--- src/rtl/probe_buffer_mc.sv ---
// Purpose: multi-channel probe buffer. Per-channel FIFOs feed a round-robin arbiter that loads one registered output word.
// Latency: a word written at edge k is presented at edge k+1 at the earliest (FIFO and output empty, no competing channel).
// Backpressure: out_ready low holds the output word stable; FIFOs absorb it, and writes into a full FIFO are dropped and counted.
module probe_buffer_mc #(
    parameter int CHANNELS = 4,
    parameter int WIDTH    = 64,
    parameter int DEPTH    = 16,
    parameter int CNT_W    = 16
) (
    input  logic                                   clock,
    input  logic                                   reset,
    input  logic [CHANNELS-1:0]                    wen,
    input  logic [CHANNELS*WIDTH-1:0]              write,
    output logic [CHANNELS*WIDTH-1:0]              read,
    input  logic                                   flush,
    input  logic                                   clr_drop,
    output logic                                   out_valid,
    input  logic                                   out_ready,
    output logic [WIDTH-1:0]                       out_data,
    output logic [((CHANNELS > 1) ? $clog2(CHANNELS) : 1)-1:0] out_chan,
    output logic [CHANNELS-1:0]                    full
);

    localparam int CW = (CHANNELS > 1) ? $clog2(CHANNELS) : 1;
    localparam int AW = $clog2(DEPTH);
    localparam logic [AW:0]      FULL_CNT = (AW+1)'(DEPTH);
    localparam logic [CNT_W-1:0] CNT_MAX  = {CNT_W{1'b1}};

    typedef struct packed {
        logic [CW-1:0]    chan;
        logic [WIDTH-1:0] dat;
    } out_word_t;

    logic [CHANNELS-1:0] fifo_empty;
    logic [CHANNELS-1:0] fifo_full;
    logic [WIDTH-1:0]    fifo_dat [CHANNELS];
    logic [CHANNELS-1:0] push;
    logic [CHANNELS-1:0] pop;
    logic [CHANNELS-1:0] drop;

    logic [CW-1:0]       rr_ptr;
    logic [CW-1:0]       rr_next;
    logic [CW-1:0]       gnt_idx;
    logic                gnt_vld;
    logic [CW:0]         scan_idx;
    logic                loadable;

    out_word_t           out_q;
    logic                out_vld_q;
    logic [CNT_W-1:0]    drop_cnt [CHANNELS];

    // The output register may take a new word when it is empty or its word leaves this cycle.
    assign loadable = !out_vld_q || out_ready;

    // Round-robin search over the pre-edge FIFO state, starting at rr_ptr and wrapping.
    always_comb begin
        gnt_vld  = 1'b0;
        gnt_idx  = '0;
        scan_idx = '0;
        for (int k = 0; k < CHANNELS; k++) begin
            scan_idx = {1'b0, rr_ptr} + (CW+1)'(k);
            if (scan_idx >= (CW+1)'(CHANNELS)) begin
                scan_idx = scan_idx - (CW+1)'(CHANNELS);
            end
            if (!gnt_vld && !fifo_empty[scan_idx[CW-1:0]]) begin
                gnt_vld = 1'b1;
                gnt_idx = scan_idx[CW-1:0];
            end
        end
    end

    // Pointer after a grant: one past the winner, wrapping to channel 0.
    assign rr_next = (gnt_idx == CW'(CHANNELS-1)) ? '0 : gnt_idx + CW'(1);

    // Per-channel push/pop/drop; flush discards everything and nothing counts as a drop.
    // A full FIFO still accepts a word when the same FIFO is popped in this cycle.
    always_comb begin
        push = '0;
        pop  = '0;
        drop = '0;
        for (int i = 0; i < CHANNELS; i++) begin
            pop[i]  = !flush && loadable && gnt_vld && (gnt_idx == CW'(i));
            push[i] = !flush && wen[i] && (!fifo_full[i] || pop[i]);
            drop[i] = !flush && wen[i] && fifo_full[i] && !pop[i];
        end
    end

    for (genvar g = 0; g < CHANNELS; g++) begin : g_ch
        logic [WIDTH-1:0] mem [DEPTH];
        logic [AW-1:0]    wr_ptr;
        logic [AW-1:0]    rd_ptr;
        logic [AW:0]      cnt;

        assign fifo_empty[g] = (cnt == '0);
        assign fifo_full[g]  = (cnt == FULL_CNT);
        assign fifo_dat[g]   = mem[rd_ptr];
        assign full[g]       = fifo_full[g];
        assign read[g*WIDTH +: WIDTH] = WIDTH'(drop_cnt[g]);

        // Storage array; pointers alone define which entries are live, so no reset is needed.
        always_ff @(posedge clock) begin
            if (push[g]) begin
                mem[wr_ptr] <= write[g*WIDTH +: WIDTH];
            end
        end

        // Pointer and occupancy bookkeeping; a simultaneous push and pop leaves cnt unchanged.
        always_ff @(posedge clock) begin
            if (!reset) begin
                wr_ptr <= '0;
                rd_ptr <= '0;
                cnt    <= '0;
            end else if (flush) begin
                wr_ptr <= '0;
                rd_ptr <= '0;
                cnt    <= '0;
            end else begin
                if (push[g]) begin
                    wr_ptr <= wr_ptr + AW'(1);
                end
                if (pop[g]) begin
                    rd_ptr <= rd_ptr + AW'(1);
                end
                case ({push[g], pop[g]})
                    2'b10:   cnt <= cnt + (AW+1)'(1);
                    2'b01:   cnt <= cnt - (AW+1)'(1);
                    default: cnt <= cnt;
                endcase
            end
        end
    end

    // Output register and round-robin pointer; a stalled word holds until out_ready.
    always_ff @(posedge clock) begin
        if (!reset) begin
            out_vld_q <= 1'b0;
            out_q     <= '0;
            rr_ptr    <= '0;
        end else if (flush) begin
            out_vld_q <= 1'b0;
            out_q     <= '0;
            rr_ptr    <= '0;
        end else if (loadable) begin
            if (gnt_vld) begin
                out_vld_q  <= 1'b1;
                out_q.chan <= gnt_idx;
                out_q.dat  <= fifo_dat[gnt_idx];
                rr_ptr     <= rr_next;
            end else begin
                out_vld_q  <= 1'b0;
            end
        end
    end

    // Saturating drop counters; a clear that coincides with a drop leaves that drop counted.
    always_ff @(posedge clock) begin
        for (int i = 0; i < CHANNELS; i++) begin
            if (!reset) begin
                drop_cnt[i] <= '0;
            end else if (clr_drop) begin
                drop_cnt[i] <= drop[i] ? CNT_W'(1) : '0;
            end else if (drop[i] && (drop_cnt[i] != CNT_MAX)) begin
                drop_cnt[i] <= drop_cnt[i] + CNT_W'(1);
            end
        end
    end

    assign out_valid = out_vld_q;
    assign out_data  = out_q.dat;
    assign out_chan  = out_q.chan;

endmodule
--- config.mk ---
export PLATFORM = sky130hd
export DESIGN_NAME = probe_buffer_mc
export DESIGN_NICKNAME = d
export VERILOG_FILES = /design/src/rtl/probe_buffer_mc.sv
export SDC_FILE = /design/constraint.sdc
export NUM_CORES = 2
export LEC_CHECK = 0
export BUFFER_PORTS_ARGS = -buffer_cell sky130_fd_sc_hd__buf_4
export CORE_AREA = 2 2 609 611
export CTS_CLUSTER_DIAMETER = 200
export DETAILED_ROUTE_END_ITERATION = 12
export DIE_AREA = 0 0 611 613
export GPL_TIMING_DRIVEN = 0
export HOLD_SLACK_MARGIN = 0.02
export PLACE_DENSITY = 0.61
export SLEW_MARGIN = 15
export SYNTH_ARGS = -nofsm -noshare
export SYNTH_HDL_FRONTEND = slang
export SYNTH_MEMORY_MAX_BITS = 65536
export SYNTH_SLANG_ARGS = --single-unit
--- constraint.sdc ---
create_clock -name clock -period 9.6 [get_ports clock]
set_input_delay 0.96 -clock clock [delete_from_list [all_inputs] [get_ports clock]]
set_output_delay 0.96 -clock clock [all_outputs]
set_load 0.02 [all_outputs]
# Yosys cells after proc, flatten, opt, wreduce, memory -nomap -nowiden
# Memories as Yosys holds them, arrays and structs flattened. A register that Yosys moved wholly into a read port is not among the register bits.
# Index checks and enable logic that the tools add are counted.
# word_totals
ram_bits	4160
register_bits	121
word_cells	224
memories	5
output_inout_bits	327
# memory_table
name	depth	word_bits	read_ports	rd_clocked_by_memory_dff	write_ports	line	text
g_ch[0].mem	16	64	1	1	1	89	logic [WIDTH-1:0] mem [DEPTH];
g_ch[1].mem	16	64	1	1	1	89	
g_ch[2].mem	16	64	1	1	1	89	
g_ch[3].mem	16	64	1	1	1	89	
drop_cnt	4	16	4	0	4	50	logic [CNT_W-1:0] drop_cnt [CHANNELS];
# op_classes
muxes	77
n_bitwise	10
eq_ne	19
n_lt_le_gt_ge	9
n_reduce_logical	60
addsub	28
# ops
op	count
$bmux 64 s2	1
$mux 16	8
$mux 64	2
$add 16x1->16 const B	4
$ne 16x16->1 const B	4
$mux 1	41
$pmux 5 s2	4
$add 4x1->4 const B	8
$mux 4	8
$logic_and 1x1->1	29
$add 5x1->5 const B	4
$eq 5x5->1 const B	4
$logic_not 5->1	4
$sub 5x1->5 const B	4
$mux 2	9
$logic_not 1->1	15
$eq 2x2->1 const B	6
$ge 3x3->1 const B	4
$lt 2x3->1 const B	4
$eq 2x1->1 const B	5
$bmux 1 s2	4
$or 1x1->1	8
$reduce_bool 2->1	4
$sub 2x1->2 const B	4
10 further kinds	15

# Depth between registers and ports, before layout
# depth
ltp_word	24
mapped_depth	19
ltp_nobuf	16

# Worst setup path before layout
# No wires, ideal clock.
# synth_timing
kind	flip-flop to flip-flop
from	register g_ch[2].cnt[1]
to	memory g_ch[1].mem[3][0] (enable)
arrival_time_ps	7434
slack_ps	1602
setup_time_ps	564
n_path_buf	3
t_required_ps	9036
stages_incl_launch_ff	14
synth_period_minus_slack_ps	7998
path_cell_list	dfxtp_1 -> buf_2 -> or4_4 -> nor2_1 -> o32a_1 -> nand2_1 -> buf_4 -> buf_4 -> inv_1 -> ha_1 -> nand2_1 -> a311oi_1 -> nand2_1 -> nor3_1
# synth_via
elab_chain_cells	18
elab_cells_between_ends	32
cone_classes	eq/ne (1); mux (18); reduce/logical (13)
# synth_lines
element	line	text
start, declared	92	logic [AW:0] cnt;
start signal, assigned	125	2'b10: cnt <= cnt + (AW+1)'(1);
start signal, assigned	126	2'b01: cnt <= cnt - (AW+1)'(1);
start signal, assigned	127	default: cnt <= cnt;
$logic_not 5->1 *	94	assign fifo_empty[g] = (cnt == '0);
$bmux 1 s2	65	if (!gnt_vld && !fifo_empty[scan_idx[CW-1:0]]) begin
$mux 1 (implied by the code)	65	
$logic_not 1->1	65	
$logic_and 1x1->1	65	
$mux 1	65	
$logic_not 1->1	65	
$logic_and 1x1->1	65	
(+3 left out)	n/a	
$mux 2 *	65	
via gnt_idx[0]	43	logic [CW-1:0] gnt_idx;
$eq 2x1->1 *	82	pop[i] = !flush && loadable && gnt_vld && (gnt_idx == CW'(i));
$logic_and 1x1->1 *	82	
$logic_or 1x1->1 *	83	push[i] = !flush && wen[i] && (!fifo_full[i] || pop[i]);
$logic_and 1x1->1 *	83	
$mux 1 *	102	if (push[g]) begin
$mux 1 (implied by the code) *	103	mem[wr_ptr] <= write[g*WIDTH +: WIDTH];
end, declared	89	
# Mark *: on every way through the listed nets, which the timed path passes. The rest lies on a longest branch. The select of a mux whose other input is x is not followed.

# Worst setup path after layout
# layout_timing
from	register g_ch[1].cnt[1]
to	memory g_ch[0].mem[2][40] (enable)
# layout_via
elab_chain_cells	18
elab_cells_between_ends	32
cone_classes	mux (18); reduce/logical (14)
# layout_lines
element	line
start, declared	92
start signal, assigned	125
start signal, assigned	126
start signal, assigned	127
$logic_not 5->1 *	94
$bmux 1 s2	65
$mux 1 (implied by the code)	65
$logic_not 1->1	65
$logic_and 1x1->1	65
$mux 1	65
$logic_not 1->1	65
$logic_and 1x1->1	65
(+2 left out)	n/a
$logic_and 1x1->1	65
$mux 2 / $mux 1 (equally long branches)	65
$logic_not 2->1 / $logic_and 1x1->1 (equally long branches)	82
$logic_and 1x1->1 *	82
$logic_or 1x1->1 *	83
$logic_and 1x1->1 *	83
$mux 1 *	102
$mux 1 (implied by the code) *	103
end, declared	89
# Mark *: on every way between the ends. The rest lies on a longest branch, timed or not. The select of a mux whose other input is x is not followed.

==> flow_summary.json <==
{
  "grt.met1_usage_pct": 31.7,
  "synth_edf_count": 4160,
  "start_util_pct": 44.9,
  "min_to": "g_ch[1].mem[10][28]",
  "vias_in_the_first_global_route": 83100,
  "ioPinCount": 592,
  "cts_post_setup_buffers_inserted": 0,
  "worstSetupStartpointType": "flop",
  "largest_net_degree_at_the_start_of_global_routing": 21,
  "globalplace.congestion": 0.861,
  "top_usage_layer": "met2",
  "drtAntennaViolNets": 0,
  "timing.rr.start": "g_ch[1].cnt[1]",
  "setup_slack_ns": 3.44,
  "via_per_inst": 5.95,
  "path_category_of_the_worst_min_delay_check": "in -> reg",
  "worst_slew_pin_tran_ns": 1.30,
  "clkSinkCount": 4297,
  "clock_root_buffer": "sky130_fd_sc_hd__clkbuf_16",
  "globalRouteMet3Util_pct": 6.14,
  "post_synth_inst_count": 7572,
  "dieHeight_um": 613,
  "core_footprint_sq_um": 368000,
  "worstPathRequired_ns": 10.24,
  "final_max_slew_viol_count": 0,
  "grt_util_met2_pct": 38.7,
  "hold_viol_final": 0,
  "buffer_ports.inserted": 398,
  "maxCapViolations": 0,
  "worst-setup-path-type": "reg -> reg",
  "pwr_density_cell_nw_per_um2": 201,
  "maxSlewHeadroom_pct": 13.0,
  "insertion_delay_ns": 0.98,
  "drive_gt1_share_pct": 30.1,
  "critPathLaunch": "g_ch[1].cnt[1]",
  "post_synth_instance_area_sq_um": 165000,
  "synth-async-reset-ratio_pct": 0,
  "placed_area_sq_um": 181000,
  "rr_worst_depth": 19,
  "synth_flop_cell": "sky130_fd_sc_hd__edfxtp_1",
  "wl_um": 461000,
  "ff_latch_count_synth": 4297,
  "fin_worst_hold_slack_ns": 0.278,
  "dp.final_hpwl_um": 324000,
  "path_max_fanout": 11,
  "cts.clk_slew.worst_paths_ns": 0.06,
  "endpoint_kind": "flop",
  "std_cell_rows": 223,
  "post-route-period-util_pct": 64.1,
  "final_total_power_mw": 39.1,
  "wl_per_cell_um": 32.4,
  "static-leakage-power_nw": 62.5,
  "finish.instance_area_sq_um": 195000,
  "final_common_cell": "sky130_fd_sc_hd__edfxtp_1",
  "floorplan.die.width_um": 611,
  "rr_endpoint": "g_ch[0].mem[2][40]",
  "synth.distinct_cells": 66,
  "final_nets": 9251,
  "drt_first_pass_iters": 5,
  "grt_first_pass_wirelength_um": 637000,
  "timing.hold.worst_path_depth": 1,
  "fin_skew_ns": 0.0548,
  "tritoncts": "built",
  "holdCritStartpoint": "write[92]",
  "yosys_warnings": 0,
  "gr_overflow_total": 0,
  "final_cell_count_no_fill": 14200,
  "ff2ff_setup_slack_ns": 3.44,
  "h-tree-depth": 5,
  "numPlacedInstances": 13300,
  "area_delta_synth_final_pct": 18.0,
  "cts_stage_hold_buffer_count": 0,
  "antenna_found_initial": 139,
  "route.vias.total": 84500,
  "clockBufferDepth": 4,
  "finalCriticalPeriod_ns": 6.16,
  "dieArea_sq_um": 375000,
  "post_route_core_utilization_pct": 53.0,
  "num-fill-cells": 28300,
  "tritoncts_buffer_count": 432,
  "synthDominantCellAreaShare_pct": 75.7,
  "drc_marker_count_from_the_first_detailed_route_iteration": 10600,
  "outcome": "finished, final reports clean",
  "cp.arrival_ns": 6.79,
  "rsz0062_at_grt": "no",
  "synth_area_leaders": "sky130_fd_sc_hd__edfxtp_1 76%, sky130_fd_sc_hd__mux4_2 14%, sky130_fd_sc_hd__dfxtp_1 1.7%, sky130_fd_sc_hd__a22oi_1 1.2%, sky130_fd_sc_hd__buf_4 0.91%",
  "max_freq_mhz": 162,
  "post_synth.cell_area_avg_sq_um": 21.8,
  "route.detailed.drc": 0,
  "fin_setup_tns_ns": 0,
  "post-place-ws_ns": 3.57,
  "peakVddDrop_mv": 0.164,
  "timing.final.setup_violations": 0,
  "synthDominantAreaCellType": "sky130_fd_sc_hd__edfxtp_1",
  "grt_use_total_pct": 24.2,
  "post_cts_gate_resize_count": 0,
  "layout_common_cells": "4,160 x sky130_fd_sc_hd__edfxtp_1, 1,024 x sky130_fd_sc_hd__mux4_2, 728 x sky130_fd_sc_hd__buf_4",
  "seq_area_frac_synth_pct": 77.4
}
## synth_stat cells (9+ instances only)
library cell,count
sky130_fd_sc_hd__a21oi_1,88
sky130_fd_sc_hd__a221o_1,64
sky130_fd_sc_hd__a221oi_1,128
sky130_fd_sc_hd__a22o_1,128
sky130_fd_sc_hd__a22oi_1,256
sky130_fd_sc_hd__and3_1,12
sky130_fd_sc_hd__buf_1,47
sky130_fd_sc_hd__buf_2,111
sky130_fd_sc_hd__buf_4,199
sky130_fd_sc_hd__clkbuf_1,248
sky130_fd_sc_hd__dfxtp_1,137
sky130_fd_sc_hd__edfxtp_1,4160
sky130_fd_sc_hd__ha_1,35
sky130_fd_sc_hd__inv_1,31
sky130_fd_sc_hd__mux2i_1,79
sky130_fd_sc_hd__mux4_2,1024
sky130_fd_sc_hd__nand2_1,186
sky130_fd_sc_hd__nand2b_1,18
sky130_fd_sc_hd__nand3_1,103
sky130_fd_sc_hd__nand4_1,11
sky130_fd_sc_hd__nor2_1,201
sky130_fd_sc_hd__nor2b_1,14
sky130_fd_sc_hd__nor3_1,24
sky130_fd_sc_hd__o21ai_0,73
sky130_fd_sc_hd__or3_1,9
sky130_fd_sc_hd__xnor2_1,38
sky130_fd_sc_hd__xor2_1,55
## cell families after synthesis
family / count (synthesis) / share of synthesized area (%)
simple gates: 613 / 1.71
flops: 4297 / 77.4
fa+ha+maj: 35 / 0.265
mux: 1103 / 14.5
buf+inv: 643 / 2.03
xor+xnor: 93 / 0.494
other cells: 1 / 0.00227
compound gates: 787 / 3.66
## critical path: stages, from the launching register on
cell                       delay (ns)
sky130_fd_sc_hd__dfxtp_1         0.29
sky130_fd_sc_hd__buf_2           0.16
sky130_fd_sc_hd__nor4_2          0.48
sky130_fd_sc_hd__nand2_1         0.23
sky130_fd_sc_hd__o32a_1          0.39
sky130_fd_sc_hd__nand2_1         0.19
sky130_fd_sc_hd__buf_4           0.36
sky130_fd_sc_hd__buf_4           0.34
sky130_fd_sc_hd__ha_1            0.30
sky130_fd_sc_hd__o211ai_1        0.30
sky130_fd_sc_hd__a21oi_1         0.50
sky130_fd_sc_hd__nand2_1         0.34
sky130_fd_sc_hd__nor3_2          0.57
sky130_fd_sc_hd__buf_6           0.25
sky130_fd_sc_hd__buf_4           0.22
sky130_fd_sc_hd__buf_6           0.19
sky130_fd_sc_hd__buf_6           0.17
sky130_fd_sc_hd__buf_6           0.17
sky130_fd_sc_hd__buf_6           0.17
sky130_fd_sc_hd__buf_4           0.21
## metal layers
metal | vias to the layer above | share of wire, %
met3 | 782 | 9.5
met1 | 45100 | 38
li1 | 34500 | -
met5 | - | 0.097
met2 | 3998 | 48
met4 | 76 | 4.6
## final cells by class
cell class | instances | area [sq um] | area share, %
Sequential cell | 4297 | 128000 | 65.6
Multi-Input combinational cell | 2823 | 35200 | 18.1
Clock buffer | 558 | 11600 | 5.98
Timing Repair Buffer | 754 | 8470 | 4.35
Tap cell | 4837 | 6050 | 3.11
Buffer | 612 | 3240 | 1.66
Clock inverter | 239 | 2190 | 1.13
Antenna cell | 61 | 153 | 0.0784
Inverter | 31 | 116 | 0.0598
## power breakdown
part	switching [mW]	internal (mW)
logic	1.16	0.609
clock network	7.04	9.55
registers	0.0989	20.7
total	8.30	30.8
## worst max path at each step
stage	endpoint	cells after the start
after floorplan	g_ch[1].mem[3][0]	13
after CTS	g_ch[0].mem[2][40]	19
after global routing	g_ch[0].mem[2][41]	19
after detailed placement	g_ch[0].mem[2][40]	19
final	g_ch[0].mem[2][40]	19
after global placement	g_ch[3].mem[0][11]	13
## flip-flops by register name (all words and copies together) (netlist names), named ones only
name	flops
drop_cnt	64
g_ch.cnt	20
g_ch.mem	4096
g_ch.rd_ptr	16
g_ch.wr_ptr	16
out_chan	2
out_data	64
out_valid	1
rr_ptr	2
Note: power is estimated with default switching activity, not from simulation.
